==> config.mk <==
export PLATFORM = sky130hd
export DESIGN_NAME = request_conditioner
export DESIGN_NICKNAME = d
export VERILOG_FILES = /design/src/rtl/traffic_pkg.sv /design/src/rtl/request_channel.sv /design/src/rtl/request_conditioner.sv
export SDC_FILE = /design/constraint.sdc
export NUM_CORES = 1
export LEC_CHECK = 0
export ABC_CLOCK_PERIOD_IN_PS = 2400
export BUFFER_PORTS_ARGS = -buffer_cell sky130_fd_sc_hd__buf_2
export CORE_MARGIN = 4
export CORE_UTILIZATION = 60
export DETAILED_ROUTE_END_ITERATION = 8
export PLACE_DENSITY = 0.82
export SYNTH_ARGS = -nofsm -noshare
export SYNTH_HDL_FRONTEND = slang
export SYNTH_SLANG_ARGS = --single-unit
==> constraint.sdc <==
create_clock -name clock -period 2.4 [get_ports clock]
set_clock_uncertainty 0.1 [all_clocks]
set_input_delay 0.72 -clock clock [delete_from_list [all_inputs] [get_ports clock]]
set_output_delay 0.72 -clock clock [all_outputs]
set_load 0.03 [all_outputs]
==> src/rtl/traffic_pkg.sv <==
// Shared types and default timing constants for the traffic request front end.
// The liveness bounds reuse these defaults so the service limit is defined once.
package traffic_pkg;

    typedef enum logic [0:0] {CH_PED, CH_TURN} channel_t;

    localparam int NUM_CH              = 2;
    localparam int DEF_OVERDUE_LIMIT   = 50;
    localparam int DEF_DEBOUNCE_CYCLES = 4;

endpackage

==> src/rtl/request_channel.sv <==
// One request channel: synchronizer, debouncer, sticky request latch,
// saturating wait-age counter and overdue flag.
module request_channel
    import traffic_pkg::*;
#(
    parameter int SYNC_STAGES     = 2,
    parameter int DEBOUNCE_CYCLES = DEF_DEBOUNCE_CYCLES,
    parameter int AGE_WIDTH       = 6,
    parameter int OVERDUE_LIMIT   = DEF_OVERDUE_LIMIT
) (
    input  logic                 clock,
    input  logic                 reset,
    input  logic                 raw,
    input  logic                 green,
    output logic                 request,
    output logic [AGE_WIDTH-1:0] age,
    output logic                 overdue
);

    localparam logic [7:0]           DB_LAST_C   = 8'(DEBOUNCE_CYCLES - 1);
    localparam logic [AGE_WIDTH-1:0] AGE_MAX_C   = {AGE_WIDTH{1'b1}};
    localparam logic [AGE_WIDTH-1:0] AGE_ZERO_C  = {AGE_WIDTH{1'b0}};
    localparam logic [AGE_WIDTH-1:0] AGE_LIMIT_C = AGE_WIDTH'(OVERDUE_LIMIT);

    function automatic logic [AGE_WIDTH-1:0] sat_inc(input logic [AGE_WIDTH-1:0] value);
        if (value == AGE_MAX_C) begin
            return value;
        end else begin
            return value + AGE_WIDTH'(1);
        end
    endfunction

    logic [SYNC_STAGES-1:0] sync_r;
    logic                   sync_s;
    logic                   stable_r;
    logic                   stable_next_s;
    logic [7:0]             db_cnt_r;
    logic [7:0]             db_cnt_next_s;
    logic                   rise_s;
    logic                   req_r;
    logic                   req_next_s;
    logic [AGE_WIDTH-1:0]   age_r;
    logic [AGE_WIDTH-1:0]   age_next_s;
    logic                   overdue_r;
    logic                   overdue_next_s;

    assign sync_s = sync_r[SYNC_STAGES-1];

    // Synchronizer chain for the asynchronous raw input.
    always_ff @(posedge clock or negedge reset) begin
        if (!reset) begin
            sync_r <= {SYNC_STAGES{1'b0}};
        end else begin
            sync_r <= {sync_r[SYNC_STAGES-2:0], raw};
        end
    end

    // Debounce: accept a new level after DEBOUNCE_CYCLES consecutive differing samples.
    always_comb begin
        stable_next_s = stable_r;
        db_cnt_next_s = 8'd0;
        rise_s        = 1'b0;
        if (sync_s != stable_r) begin
            if (db_cnt_r == DB_LAST_C) begin
                stable_next_s = sync_s;
                db_cnt_next_s = 8'd0;
                rise_s        = sync_s;
            end else begin
                db_cnt_next_s = db_cnt_r + 8'd1;
            end
        end else begin
            db_cnt_next_s = 8'd0;
        end
    end

    // Request latch with grant dominance, age counter and overdue flag.
    always_comb begin
        req_next_s = (req_r | rise_s) & ~green;
        // Age restarts at zero on the rising edge of the request itself.
        if (req_next_s && req_r) begin
            age_next_s = sat_inc(age_r);
        end else begin
            age_next_s = AGE_ZERO_C;
        end
        overdue_next_s = req_next_s & (age_next_s >= AGE_LIMIT_C);
    end

    // State registers for debouncer, request, age and overdue.
    always_ff @(posedge clock or negedge reset) begin
        if (!reset) begin
            stable_r  <= 1'b0;
            db_cnt_r  <= 8'd0;
            req_r     <= 1'b0;
            age_r     <= AGE_ZERO_C;
            overdue_r <= 1'b0;
        end else begin
            stable_r  <= stable_next_s;
            db_cnt_r  <= db_cnt_next_s;
            req_r     <= req_next_s;
            age_r     <= age_next_s;
            overdue_r <= overdue_next_s;
        end
    end

    assign request = req_r;
    assign age     = age_r;
    assign overdue = overdue_r;

endmodule

==> src/rtl/request_conditioner.sv <==
// Conditions the raw pedestrian button and turn sensor into latched, aged
// service requests for the intersection controller.
module request_conditioner
    import traffic_pkg::*;
#(
    parameter int SYNC_STAGES     = 2,
    parameter int DEBOUNCE_CYCLES = DEF_DEBOUNCE_CYCLES,
    parameter int AGE_WIDTH       = 6,
    parameter int OVERDUE_LIMIT   = DEF_OVERDUE_LIMIT
) (
    input  logic                 clock,
    input  logic                 reset,
    input  logic                 ped_button_raw,
    input  logic                 turn_sensor_raw,
    input  logic                 pedestrian_green,
    input  logic                 turn_green,
    output logic                 pedestrian_button,
    output logic                 turn_sensor,
    output logic [AGE_WIDTH-1:0] ped_age,
    output logic [AGE_WIDTH-1:0] turn_age,
    output logic                 ped_overdue,
    output logic                 turn_overdue
);

    request_channel #(
        .SYNC_STAGES     (SYNC_STAGES),
        .DEBOUNCE_CYCLES (DEBOUNCE_CYCLES),
        .AGE_WIDTH       (AGE_WIDTH),
        .OVERDUE_LIMIT   (OVERDUE_LIMIT)
    ) u_ped (
        .clock   (clock),
        .reset   (reset),
        .raw     (ped_button_raw),
        .green   (pedestrian_green),
        .request (pedestrian_button),
        .age     (ped_age),
        .overdue (ped_overdue)
    );

    request_channel #(
        .SYNC_STAGES     (SYNC_STAGES),
        .DEBOUNCE_CYCLES (DEBOUNCE_CYCLES),
        .AGE_WIDTH       (AGE_WIDTH),
        .OVERDUE_LIMIT   (OVERDUE_LIMIT)
    ) u_turn (
        .clock   (clock),
        .reset   (reset),
        .raw     (turn_sensor_raw),
        .green   (turn_green),
        .request (turn_sensor),
        .age     (turn_age),
        .overdue (turn_overdue)
    );

endmodule

==> summary.md <==
For the pin with the worst max-slew slack, the measured transition is 798.2 ps. The tools report the number of max-slew violations in the final report as 0. Fraction of layout cells with a size suffix above 1: 0.1923. The fraction of the cycle the final worst path needs is 0.7896, and the detailed-route DRC error count is 0. The starting density of the core was 0.6509. The critical path depth was 1.

The sequential fraction of the synthesis area was 0.5740. The cell depth of the worst flop-to-flop path came out at 4. Worst path buffer plus inverter count: 1.

Entering global routing, the biggest net connects 39 pins. The startpoint identified for the worst register-to-register timing path is u_turn.db_cnt_r[4]. The hold violation count in the final report was 0; the vertical extent of the die was 60.55 um. Synthesis produced a netlist with a net count of 163. The slowest stage of the critical path is the sky130_fd_sc_hd__dfrtp_1 cell. Counting I/O delays and the setup requirement, the final critical path takes 1895 ps. Row generation in the floorplan step produced 18 rows. The netlist uses 27 different library cells. Dividing the detail-routed wire length by the instance count gives 14.36 um. Gates resized during post-CTS repair numbered 0. The tools report the top-level I/O count as 22. The commonest non-fill, non-tap cell in the layout is sky130_fd_sc_hd__dfrtp_1.

The area of the core is 0.002545 mm2, and the later-pin clock latency in the skew report is 340 ps. The run gives 2 as the worst-case clock buffer depth. The setup path with the least slack is of type register to primary output. In this run the static leakage power is 0.9119 nW. For the DRC marker count from the first detailed-route iteration, the log shows 58.

TritonCTS built the clock tree. Each instance of the synthesized netlist takes up on average 10.83 um2. For the number of clock sinks seen by CTS, the log shows 38. The number of buffers inserted by port buffering was 21. The tools report the number of buffers added to fix hold violations after cts as 0. Overall fraction of global-route tracks in use: 0.1975.

The final net count came out at 191. Setup violations remaining at the end of the flow were counted as 0. The logs give 0.7375 for the end-of-flow core utilization and 153 for the synthesized instance count. Compared with the post-synthesis result, the final layout area differs by 13.29%.

In this run the cell area of the synthesized design comes to 0.001657 mm2. The TritonCTS buffer count is 5. The filler cells instantiated in the layout total 197. The first global-routing pass estimated 5.271 mm of wire.

The worst setup path is launched from a register. Data on the critical path is required at its endpoint by 1580 ps. The end of the worst register-to-register path was u_turn.request. The max-slew headroom at the worst pin came out at 0.4679. Routability-driven placement finished with a final weighted congestion of 0.8727. In the layout the commonest cells are sky130_fd_sc_hd__dfrtp_1, sky130_fd_sc_hd__nor2_1, sky130_fd_sc_hd__buf_2. The worst-case IR drop observed on VDD is 0.8290 mV. Largest stage delay on the critical path: 490 ps. For this run, the top clock speed supported by timing is 527.7 MHz.

The power per unit of standard cell area works out to 735.5 mW/mm2. In the final layout, the multi-input gates occupy 698.2 um2. The clock transition time at the flip-flop clock pins of the worst setup and hold paths is 120 ps. The timing startpoint of the critical path was u_turn.age[4].

From left edge to right edge, the die measures 60.55 um. Buffers added to address setup during post-CTS repair amount to 0. In this run the worst setup path terminates at turn_age[4].

Using the TritonRoute via totals, the vias-per-cell ratio works out to 5.821. The count of yosys warnings during synthesis is 0. Broken down by cell family, the worst path's largest delay share belongs to flip-flops. Setup repair after global routing left no endpoint under its margin.

For the number of violations of the max-capacitance limit, the log shows 0. Summed over all failing endpoints, the final setup total negative slack is 0 ps. In this run the number of H-tree levels came out at 2. The tools report the area of all sequential standard cells as 950.9 um2. The largest fanout of any net on the critical path works out to 7.

The iteration count of the initial detailed-routing pass is 4. The logs give 1,234 for the total number of vias and 640 ps for the reg2reg setup slack. In this run the clock root is driven by a sky130_fd_sc_hd__clkbuf_4.

The tightest hold path in the finished design has a slack of 260.9 ps. The count of antenna-violating nets left after detailed routing was 0. The run finished with clean final reports.

The via count of the first global-routing pass was 1,218; the HPWL after detailed placement was 2.233 mm. The total power of the final layout was 1.380 mW. The remaining global-route overflow was 0. The initial antenna violation count came out at 0.

Synthesis inferred 38 register bits. Critical path capture point type: a primary output. In this run the worst hold path is classified as register to register. The die outline area is 0.003666 mm2, and the count of antenna diodes in the layout is 0.

The critical path goes through buf_2. The tools report the worst path arrival time as 1080 ps. After detailed routing, the total wire length is 3.045 mm.
power breakdown:
part | leakage [nW] | switching, mW | internal (mW)
logic | 0.354 | 0.120 | 0.0796
registers | 0.513 | 0.0598 | 0.701
clock network | 0.0450 | 0.204 | 0.216
total | 0.912 | 0.384 | 0.997
through the flow:
stage	instances	area, um2	setup WS [ps]
global route	212	1877	457.0
CTS	212	1877	508.8
floorplan	153	1657	784.5
global placement	204	1799	743.8
detailed placement	204	1799	615.3
finish	212	1877	505.0
metal layers:
| layer | wire length (um) | up-vias | global-route usage |
|---|---|---|---|
| met2 | 1478 | 34 | 0.3241 |
| met1 | 1331 | 609 | 0.2416 |
| met5 | 0 | - | 0 |
| met4 | 64 | 0 | 0.09907 |
| li1 | - | 582 | - |
| met3 | 171 | 9 | 0.05319 |
flip-flops by register name (all words and copies together) (netlist names):
signal and cells:
u_ped.db_cnt_r 8, u_turn.db_cnt_r 8, u_ped.age 6, u_turn.age 6, u_ped.sync_r 2, u_turn.sync_r 2, u_ped.overdue 1, u_ped.request 1
u_ped.stable_r 1, u_turn.overdue 1, u_turn.request 1, u_turn.stable_r 1
synth_stat cells:
cell type	number	area, um2
sky130_fd_sc_hd__or3b_1	2	17.52
sky130_fd_sc_hd__ha_1	4	50.05
sky130_fd_sc_hd__dfrtp_1	38	950.9
sky130_fd_sc_hd__a21oi_1	6	30.03
sky130_fd_sc_hd__nand3_1	12	60.06
sky130_fd_sc_hd__o311a_1	2	20.02
sky130_fd_sc_hd__o21ba_2	1	10.01
sky130_fd_sc_hd__and2_1	2	12.51
sky130_fd_sc_hd__nor3b_1	2	15.01
sky130_fd_sc_hd__a31oi_1	3	18.77
sky130_fd_sc_hd__nand4_1	1	6.260
sky130_fd_sc_hd__and3_1	2	12.51
sky130_fd_sc_hd__mux2i_1	2	20.02
sky130_fd_sc_hd__nor2b_1	2	12.51
sky130_fd_sc_hd__nor4_2	1	12.51
sky130_fd_sc_hd__mux2_2	2	22.52
sky130_fd_sc_hd__a211oi_1	2	15.01
sky130_fd_sc_hd__and3_2	2	15.01
sky130_fd_sc_hd__and4_1	1	8.760
sky130_fd_sc_hd__nor2_1	29	108.9
sky130_fd_sc_hd__inv_1	2	7.510
sky130_fd_sc_hd__nand2_1	10	37.54
sky130_fd_sc_hd__xor2_1	10	87.58
sky130_fd_sc_hd__nor4_1	1	6.260
sky130_fd_sc_hd__nor3_1	5	25.02
sky130_fd_sc_hd__xnor2_1	7	61.31
sky130_fd_sc_hd__nand2b_1	2	12.51
kinds of logic (layout without fill, tap and decap cells):
group / count (synthesis) / in the layout / share of synthesized area
flops: 38 / 38 / 0.5740
compound gates: 14 / 14 / 0.05665
simple gates: 74 / 74 / 0.2190
xor+xnor: 17 / 17 / 0.08988
buf+inv: 2 / 31 / 0.004533
fa+ha+maj: 4 / 4 / 0.03021
mux: 4 / 4 / 0.02568
cell type report:
cell class | instances | share of cell area
flip-flops and latches | 38 | 0.5067
multi-input cells | 113 | 0.3720
repair buffers | 21 | 0.05600
clock inverters | 3 | 0.02133
clock buffers | 5 | 0.02000
well taps | 30 | 0.02000
inverters | 2 | 0.004000
how the worst min path moves through the flow:
| stage | cells after the start | end | startpoint |
|---|---|---|---|
| 2_1_floorplan | 0 | u_ped.sync_r[1] | u_ped.sync_r[0] |
| 3_3_place_gp | 0 | u_turn.sync_r[1] | u_turn.sync_r[0] |
| 3_5_place_dp | 0 | u_turn.sync_r[1] | u_turn.sync_r[0] |
| 4_1_cts | 0 | u_turn.sync_r[1] | u_turn.sync_r[0] |
| 5_1_grt | 0 | u_ped.sync_r[1] | u_ped.sync_r[0] |
| 6_report | 0 | u_turn.sync_r[1] | u_turn.sync_r[0] |
Note: power is estimated with default switching activity, not from simulation.
